## config.mk

```make
export PLATFORM = sky130hd
export DESIGN_NAME = pipe_sel_mux
export DESIGN_NICKNAME = d
export VERILOG_FILES = /design/src/rtl/pipe_sel_pkg.sv /design/src/rtl/sel_mux_n.sv /design/src/rtl/pipe_sel_mux.sv
export SDC_FILE = /design/constraint.sdc
export NUM_CORES = 1
export LEC_CHECK = 0
export CAP_MARGIN = 20
export CORE_MARGIN = 8
export CORE_UTILIZATION = 35
export CTS_CLUSTER_DIAMETER = 40
export DETAILED_ROUTE_END_ITERATION = 10
export DONT_BUFFER_PORTS = 1
export GPL_TIMING_DRIVEN = 0
export RECOVER_POWER = 25
export SLEW_MARGIN = 20
export SYNTH_ARGS = -nofsm -noshare
export SYNTH_HDL_FRONTEND = slang
export SYNTH_SLANG_ARGS = --single-unit
```

## constraint.sdc

```tcl
create_clock -name clk -period 2.9 [get_ports clk]
set_input_delay 0.87 -clock clk [delete_from_list [all_inputs] [get_ports clk]]
set_output_delay 0.87 -clock clk [all_outputs]
set_load 0.01 [all_outputs]
```

## src/rtl/pipe_sel_pkg.sv

```systemverilog
// Shared definitions for the pipe_sel_mux block.
//   state_e  : skid buffer occupancy (empty / one beat / two beats)
//   DefWidth : default data bits per channel
//   DefNumIn : default input channel count
package pipe_sel_pkg;

  typedef enum logic [1:0] {
    StEmpty = 2'b00,
    StOne   = 2'b01,
    StFull  = 2'b10
  } state_e;

  localparam int unsigned DefWidth = 32;
  localparam int unsigned DefNumIn = 4;

endpackage

```

## src/rtl/sel_mux_n.sv

```systemverilog
// Combinational channel selector with range check.
//   in_data : NUM_IN packed channels, channel i at [i*WIDTH +: WIDTH]
//   sel     : channel select
//   data    : selected channel, or 0 when sel is out of range
//   err     : high when sel >= NUM_IN
module sel_mux_n
  import pipe_sel_pkg::*;
#(
  parameter int unsigned WIDTH  = DefWidth,
  parameter int unsigned NUM_IN = DefNumIn,
  parameter int unsigned SEL_W  = $clog2(NUM_IN)
) (
  input  logic [NUM_IN*WIDTH-1:0] in_data,
  input  logic [SEL_W-1:0]        sel,
  output logic [WIDTH-1:0]        data,
  output logic                    err
);

  always_comb begin
    data = '0;
    err  = (32'(sel) >= NUM_IN);
    for (int unsigned i = 0; i < NUM_IN; i++) begin
      if (32'(sel) == i) begin
        data = in_data[i*WIDTH +: WIDTH];
      end
    end
  end

endmodule

```

## src/rtl/pipe_sel_mux.sv

```systemverilog
// Channel-select mux feeding a two-entry skid buffer (head + skid).
//   clk, reset          : rising-edge clock, asynchronous active-high reset
//   flush               : synchronous discard of all buffered beats
//   in_data, sel        : packed channels and select, sampled on accept
//   in_valid / in_ready : upstream handshake; in_ready is a register
//   out_data, out_err   : head beat payload and out-of-range flag
//   out_valid/out_ready : downstream handshake
module pipe_sel_mux
  import pipe_sel_pkg::*;
#(
  parameter int unsigned WIDTH  = DefWidth,
  parameter int unsigned NUM_IN = DefNumIn,
  parameter int unsigned SEL_W  = $clog2(NUM_IN)
) (
  input  logic                    clk,
  input  logic                    reset,
  input  logic                    flush,
  input  logic [NUM_IN*WIDTH-1:0] in_data,
  input  logic [SEL_W-1:0]        sel,
  input  logic                    in_valid,
  output logic                    in_ready,
  output logic [WIDTH-1:0]        out_data,
  output logic                    out_err,
  output logic                    out_valid,
  input  logic                    out_ready
);

  state_e           state_q, state_d;
  logic             in_ready_q;
  logic [WIDTH-1:0] head_data_q, skid_data_q, head_data_d;
  logic             head_err_q, skid_err_q, head_err_d;
  logic [WIDTH-1:0] mux_data;
  logic             mux_err;
  logic             accept, transfer;
  logic             head_load, head_from_skid, skid_load;

  sel_mux_n #(
    .WIDTH  (WIDTH),
    .NUM_IN (NUM_IN),
    .SEL_W  (SEL_W)
  ) u_sel_mux (
    .in_data (in_data),
    .sel     (sel),
    .data    (mux_data),
    .err     (mux_err)
  );

  assign out_valid = (state_q != StEmpty);
  assign in_ready  = in_ready_q;
  assign out_data  = head_data_q;
  assign out_err   = head_err_q;
  assign accept    = in_valid & in_ready_q;
  assign transfer  = out_valid & out_ready;

  always_comb begin
    state_d        = state_q;
    head_load      = 1'b0;
    head_from_skid = 1'b0;
    skid_load      = 1'b0;
    if (flush) begin
      state_d = StEmpty;
    end else begin
      case (state_q)
        StEmpty: begin
          if (accept) begin
            state_d   = StOne;
            head_load = 1'b1;
          end
        end
        StOne: begin
          if (accept && !transfer) begin
            state_d   = StFull;
            skid_load = 1'b1;
          end else if (accept && transfer) begin
            head_load = 1'b1;
          end else if (transfer) begin
            state_d = StEmpty;
          end
        end
        StFull: begin
          // in_ready is low here, so only a transfer can happen
          if (transfer) begin
            state_d        = StOne;
            head_load      = 1'b1;
            head_from_skid = 1'b1;
          end
        end
        default: state_d = StEmpty;
      endcase
    end
  end

  always_comb begin
    head_data_d = mux_data;
    head_err_d  = mux_err;
    if (head_from_skid) begin
      head_data_d = skid_data_q;
      head_err_d  = skid_err_q;
    end
  end

  always_ff @(posedge clk or posedge reset) begin
    if (reset) begin
      state_q     <= StEmpty;
      in_ready_q  <= 1'b1;
      head_data_q <= '0;
      head_err_q  <= 1'b0;
      skid_data_q <= '0;
      skid_err_q  <= 1'b0;
    end else begin
      state_q    <= state_d;
      // Registered from next state so out_ready has no combinational path here
      in_ready_q <= (state_d != StFull);
      if (head_load) begin
        head_data_q <= head_data_d;
        head_err_q  <= head_err_d;
      end
      if (skid_load) begin
        skid_data_q <= mux_data;
        skid_err_q  <= mux_err;
      end
    end
  end

endmodule

```

==> results.toml, run 1 <==
[critical_path]
critPathSlowestCell = "clkinvlp_2"
rr_startpoint = "in_ready$_DFF_PP1_"
worstPathArrival_ns = 2.58
cp.required_ns = 3.25
crit_start = "reset"
crit_family = "buffers and inverters"
crit_chain = "clkinvlp_2 > clkbuf_2"
startpoint_type = "input pin"
critPathMaxFanout = 34
critPathBufInv = 2
max_stage_delay_ns = 0.85
crit_type = "input pin to async pin"
cp-end-kind = "async pin"

[clocking]
htreeDepth = 3
cts-root-buf = "clkbuf_8"
ctsHoldBuffers = 0
cts_resized = 0
clkSlewWorstSetupHoldPaths_ns = 0.07
cts_buffers = 9
cts_sinks = 67
clock_path_buffers = 2
clkLatencyLatePin_ns = 0.34
cts_tree = "yes"
cts_setup_buffers = 0

[die]
floorplan.die_area_um2 = 13690
ios = 170
die_h_um = 117.0
initial_core_util_pct = 35.38
core-area_um2 = 10090
rows = 37
fp.dieW_um = 117.0

[route]
drc = 0
via_per_inst = 5.452
wire_per_inst_um = 21.86
firstDrtPassIters = 6
routed-via-count = 2475
finalWirelength_um = 9925
ant_nets = 0
drt_first_iter_violations = 141

[timing]
setup_violations = 0
holdWs_ns = 0.5081
slew_headroom_pct = -1.667
rsz0062_at_grt = "no"
period_needed_ns = 2.234
worstMarginPinSlew_ns = 1.517
hold_violations = 0
drv_slew = 35
clock.fmax_mhz = 447.7
fin_skew_ns = 0.009770
fin_ws_ns = 0.6662
fin_crit_sh_pct = 77.03

[synth]
yosys-mux-area-fraction_pct = 30.27
syn_area_um2 = 3571
synth_xor_area_share_pct = 0.2453
synth.area.top_cells = "dfrtp_1, mux4_2, mux2_2"
avgSynthCellArea_um2 = 11.82
yosysMostFrequentCell = "dfrtp_1"
ys_ff_latch = 67
synth-edff-count = 0
yosys-top-cells-count = "dfrtp_1, nand2_1, nor2_1"
synth_cell_types = 25
ys_seq_area_share_pct = 46.99
async_reset_ff_share_pct = 100.0
yosys.area.top_type = "dfrtp_1"
yosysWarnings = 0
synth_compound_area_share_pct = 6.762
yosysTopAreaCellShare_pct = 46.25
synthFlopType = "dfrtp_1"
synth_fa_ha_area_share_pct = 0
synth_top_family_by_area = "multiplexers"
mappedNetlistNets = 437
yosys.area_share.simple_pct = 12.09
syn_inst = 302

[status]
violations = "max-capacitance violations, max-slew violations"
status = "finished with violations"

[min_path]
min_from = "skid_data_q[21]$_DFFE_PP0P_"
hold_path.class = "flip-flop to flip-flop"

[final_layout]
fill_cells = 1050
drive_gt1_share_pct = 31.13
nets = 449
final_cell_area_um2 = 3915
fin_util_pct = 38.79
area_growth_pct = 9.635
n_antenna_cell = 0
stdcell_count = 454

[place]
placed_area_um2 = 3764
dp.final_hpwl_um = 7660
dpl.cell_count = 439
pre_cts_ws_ns = 0.4775
gp_congestion = 0.7071
portBuffers = 0

[job]
maxCapViolCount = 1

[pwr]
p_leak_nw = 1.595
power_density_nw_per_um2 = 646.9
ir_drop_v = 0.0003231

[grt]
grt_overflow_total = 0
grt_pass1_wl_um = 14810
grt_pass1_vias = 2612
grt_start_max_net_pins = 35
track_usage_pct = 14.48
grt_antenna_before_repair = 1
## routing by layer
metal / GRT usage (%) / routed length, µm / up-vias
li1: - / - / 1117
met1: 16.59 / 3896 / 1250
met2: 24.70 / 5045 / 95
met4: 4.437 / 121 / 2
met3: 5.336 / 855 / 11
met5: 0 / 8 / -
## metrics by stage
step	TNS, ns	total power [mW]
after floorplan	0	1.748
after global placement	-32.34	1.849
after detailed placement	0	1.879
after CTS	0	2.566
after global routing	0	2.675
final	0	2.532
## final timing paths
| check | to | slack [ns] | cells after the start |
|---|---|---|---|
| setup / recovery | out_data[19]$_DFFE_PP0P_ | 0.67 | 2 |
| hold / removal | skid_data_q[21]$_DFFE_PP0P_ | 0.51 | 1 |
| setup reg to reg | out_data[6]$_DFFE_PP0P_ | 0.79 | 4 |
| hold reg to reg | skid_data_q[21]$_DFFE_PP0P_ | 0.51 | 1 |
| max in group clk | out_data[6]$_DFFE_PP0P_ | 0.79 | 4 |
| min in group asynchronous | out_data[18]$_DFFE_PP0P_ | 0.75 | 1 |
## layout make-up
class	instances	area (µm²)	area share, %
clock buffers	10	137.6	3.516
plain buffers	25	122.6	3.132
flip-flops and latches	67	1678	42.86
multi-input cells	209	1767	45.13
well taps	136	170.2	4.346
repair buffers	1	5.005	0.1278
inverters	1	5.005	0.1278
clock inverters	5	30.03	0.7670
## flip-flops by register name, summed over array words and instances (netlist names)
register and flops:
in_ready 1, out_data 32, skid_data_q 32, state_q 2
## logic make-up after synthesis
| kind of cell | count (synthesis) |
|---|---|
| buffers and inverters | 26 |
| other | 1 |
| DFF | 67 |
| xor gates and xnor gates | 1 |
| and+or+nand+nor | 108 |
| muxes | 64 |
| AOI/OAI and AO/OA | 35 |
## worst register-to-register path, cell delays in order (launching register included)
cell and delay, ns:
dfstp_2 0.56, nand2_1 0.15, o41ai_4 0.59, clkbuf_1 0.50
a31oi_1 0.16
## layout by cell type (no fill, tap or decap)
master      instances
nor3_1              1
buf_2              11
a2bb2oi_1           1
clkbuf_8           10
nand3_1             1
dfstp_2             1
clkbuf_1            6
and3b_1             1
and2b_1             1
a31oi_1            32
buf_1               4
mux2_2             32
clkbuf_2            1
conb_1              1
buf_4               4
nand4bb_1           1
nor2b_1             1
clkinvlp_4          2
nand2_1            65
xor2_1              1
o41ai_4             1
a21oi_1             1
clkinvlp_2          1
dfrtp_1            66
or2_2               1
clkinv_2            3
mux4_2             32
nor2_1             35
nand2b_1            1
## where the power goes
| group | switching [mW] | internal [mW] |
|---|---|---|
| clock network | 0.360 | 0.324 |
| logic | 0.194 | 0.265 |
| registers | 0.203 | 1.19 |
No activity file was read; power rests on OpenSTA's default activity.
==> run 2: changes to the inputs <==
==> constraint.sdc (replaced) <==
create_clock -name clk -period 2.1 [get_ports clk]
set_input_delay 0.63 -clock clk [delete_from_list [all_inputs] [get_ports clk]]
set_output_delay 0.63 -clock clk [all_outputs]
set_load 0.01 [all_outputs]
==> run 2 against run 1 <==
The run now ends clean; setup slack worse by 0.55 ns; global-route usage is 0.13 points lower; routed wire length is 1.7% lower; core utilization is 0.81 points higher; final cell count is 0.66% higher; clock power is 78% higher; critical path type is now flip-flop to flip-flop; highest routed layer unchanged.
==> results.toml, run 2 (same netlist as run 1, synthesis figures left out) <==
[status]
status = "completed"

[pwr]
clockPowerShare_pct = 32.4
swShare_pct = 28.26
p_leak_nw = 1.644
p_int_mw = 2.708
p_sw_mw = 1.067
combPwrFrac_pct = 16.9
power_density_nw_per_um2 = 944.4
ir_drop_v = 0.0002975
seq_power_share_pct = 50.7

[timing]
rsz0062_at_grt = "no"
fin_crit_sh_pct = 94.48
drv_slew = 0
clock.fmax_mhz = 504.0
slew_headroom_pct = 20.61
fin_skew_ns = 0.009908
hold_violations = 0
worstMarginPinSlew_ns = 1.191
holdWs_ns = 0.1413
setup_violations = 0
period_needed_ns = 1.984

[critical_path]
worstPathArrival_ns = 2.18
cp-end-kind = "flip-flop"
startpoint_type = "flip-flop"
critPathMaxFanout = 10
critPathSlowestCell = "dfstp_2"
critPathBufInv = 2
max_stage_delay_ns = 0.56
crit_chain = "nand2_1 > o41ai_4 > buf_4 > clkbuf_1 > a31oi_1"
crit_family = "buffers and inverters"
crit_type = "flip-flop to flip-flop"
cp.required_ns = 2.30

[clocking]
cts-root-buf = "clkbuf_8"
cts_tree = "yes"
clkLatencyLatePin_ns = 0.35
clock_path_buffers = 2
ctsHoldBuffers = 0
cts_sinks = 67
clkSlewWorstSetupHoldPaths_ns = 0.08
cts_buffers = 9
htreeDepth = 3

[route]
via_per_inst = 5.376
wire_per_inst_um = 21.35
finalWirelength_um = 9756
drc = 0
routed-via-count = 2457
drt_first_iter_violations = 132
ant_nets = 0
firstDrtPassIters = 4

[grt]
grt_overflow_total = 0
grt_start_max_net_pins = 33
grt_pass1_wl_um = 14480
use_met3_pct = 5.695
track_usage_pct = 14.35
gr-usage-met1_pct = 16.10
top_usage_layer = "met2"
grt_pass1_vias = 2640
use_met2_pct = 23.59
grt_antenna_before_repair = 1

[place]
gp_congestion = 0.7384
placed_area_um2 = 3785
dpl.cell_count = 440
dp.final_hpwl_um = 7447
portBuffers = 0

[final_layout]
area_growth_pct = 11.91
final_cell_area_um2 = 3996
final_common_cell = "dfrtp_1"
drive_gt1_share_pct = 32.09
final_cell_mix = "dfrtp_1, nand2_1, nor2_1"
stdcell_count = 457
n_antenna_cell = 0
nets = 451

[die]
core-area_um2 = 10090
rows = 37
fp.dieW_um = 117.0
die_h_um = 117.0
ios = 170
initial_core_util_pct = 35.38
floorplan.die_area_um2 = 13690

[min_path]
hold_path.class = "input pin to async pin"

[job]
maxCapViolCount = 0
## run 2: cell types whose count changed in the layout (fill, tap and decap cells not counted), moves of 2 or more
cell | previous run | this run
bufinv_16 | 0 | 2
clkbuf_1 | 6 | 4
clkbuf_2 | 1 | 3
clkinv_2 | 3 | 1
## run 2: final cells by class
| cell class | count | area [µm²] |
|---|---|---|
| buffer | 25 | 125.1 |
| clock buffer | 10 | 137.6 |
| clock inverter | 6 | 88.84 |
| fill | 1016 | 6096 |
| inverter | 1 | 5.005 |
| multi-input combinational | 209 | 1767 |
| sequential | 67 | 1678 |
| tap | 136 | 170.2 |
| timing repair buffer | 3 | 25.02 |
## run 2: timing repair
item | 4_1_cts | 5_1_grt
hold endpoints to repair | 0 | 0
pin swaps | 0 | 1
resized for setup | 2 | 0
endpoints found under the setup margin | 18 | 13
setup buffers | 0 | 1
## run 2: per-layer routing
metal | wire (µm) | up-vias
met2 | 4891 | 109
li1 | - | 1124
met5 | 17 | -
met1 | 3711 | 1207
met4 | 187 | 2
met3 | 948 | 15
## run 2: metrics by stage
stage	power (mW)	worst slack (ns)	setup TNS (ns)	util [%]
2_1_floorplan	2.414	0.2080	0	-
3_3_place_gp	2.553	-0.07224	-1.069	37.11
3_5_place_dp	2.600	-0.1101	-1.548	37.50
4_1_cts	3.839	0.01817	0	39.77
5_1_grt	3.994	0.03415	0	39.60
6_report	3.774	0.1159	0	39.60
## run 2: power by group through the flow
stage	logic [mW]	registers (mW)	clock network, mW
global placement	0.624	1.93	0
CTS	0.655	1.92	1.26
floorplan	0.549	1.86	0
global route	0.712	1.96	1.33
detailed placement	0.654	1.95	0
finish	0.637	1.91	1.22
## run 2: final timing paths
check / startpoint / endpoint / slack, ns / depth (start not counted)
max: in_ready$_DFF_PP1_ / out_data[24]$_DFFE_PP0P_ / 0.12 / 5
min: reset / out_data[27]$_DFFE_PP0P_ / 0.14 / 1
max reg2reg: in_ready$_DFF_PP1_ / out_data[24]$_DFFE_PP0P_ / 0.12 / 5
min reg2reg: skid_data_q[30]$_DFFE_PP0P_ / skid_data_q[30]$_DFFE_PP0P_ / 0.51 / 1
max in group asynchronous: reset / skid_data_q[14]$_DFFE_PP0P_ / 0.42 / 2
min in group clk: flush / state_q[0]$_DFF_PP0_ / 0.35 / 1
## run 2: worst reg2reg max path, delay by kind of cell, from the launching register on
kind | cells | cell delay [ns]
buffers and inverters | 2 | 0.61
flip-flops | 1 | 0.56
AO/OA/AOI/OAI | 2 | 0.52
AND/OR/NAND/NOR | 1 | 0.15
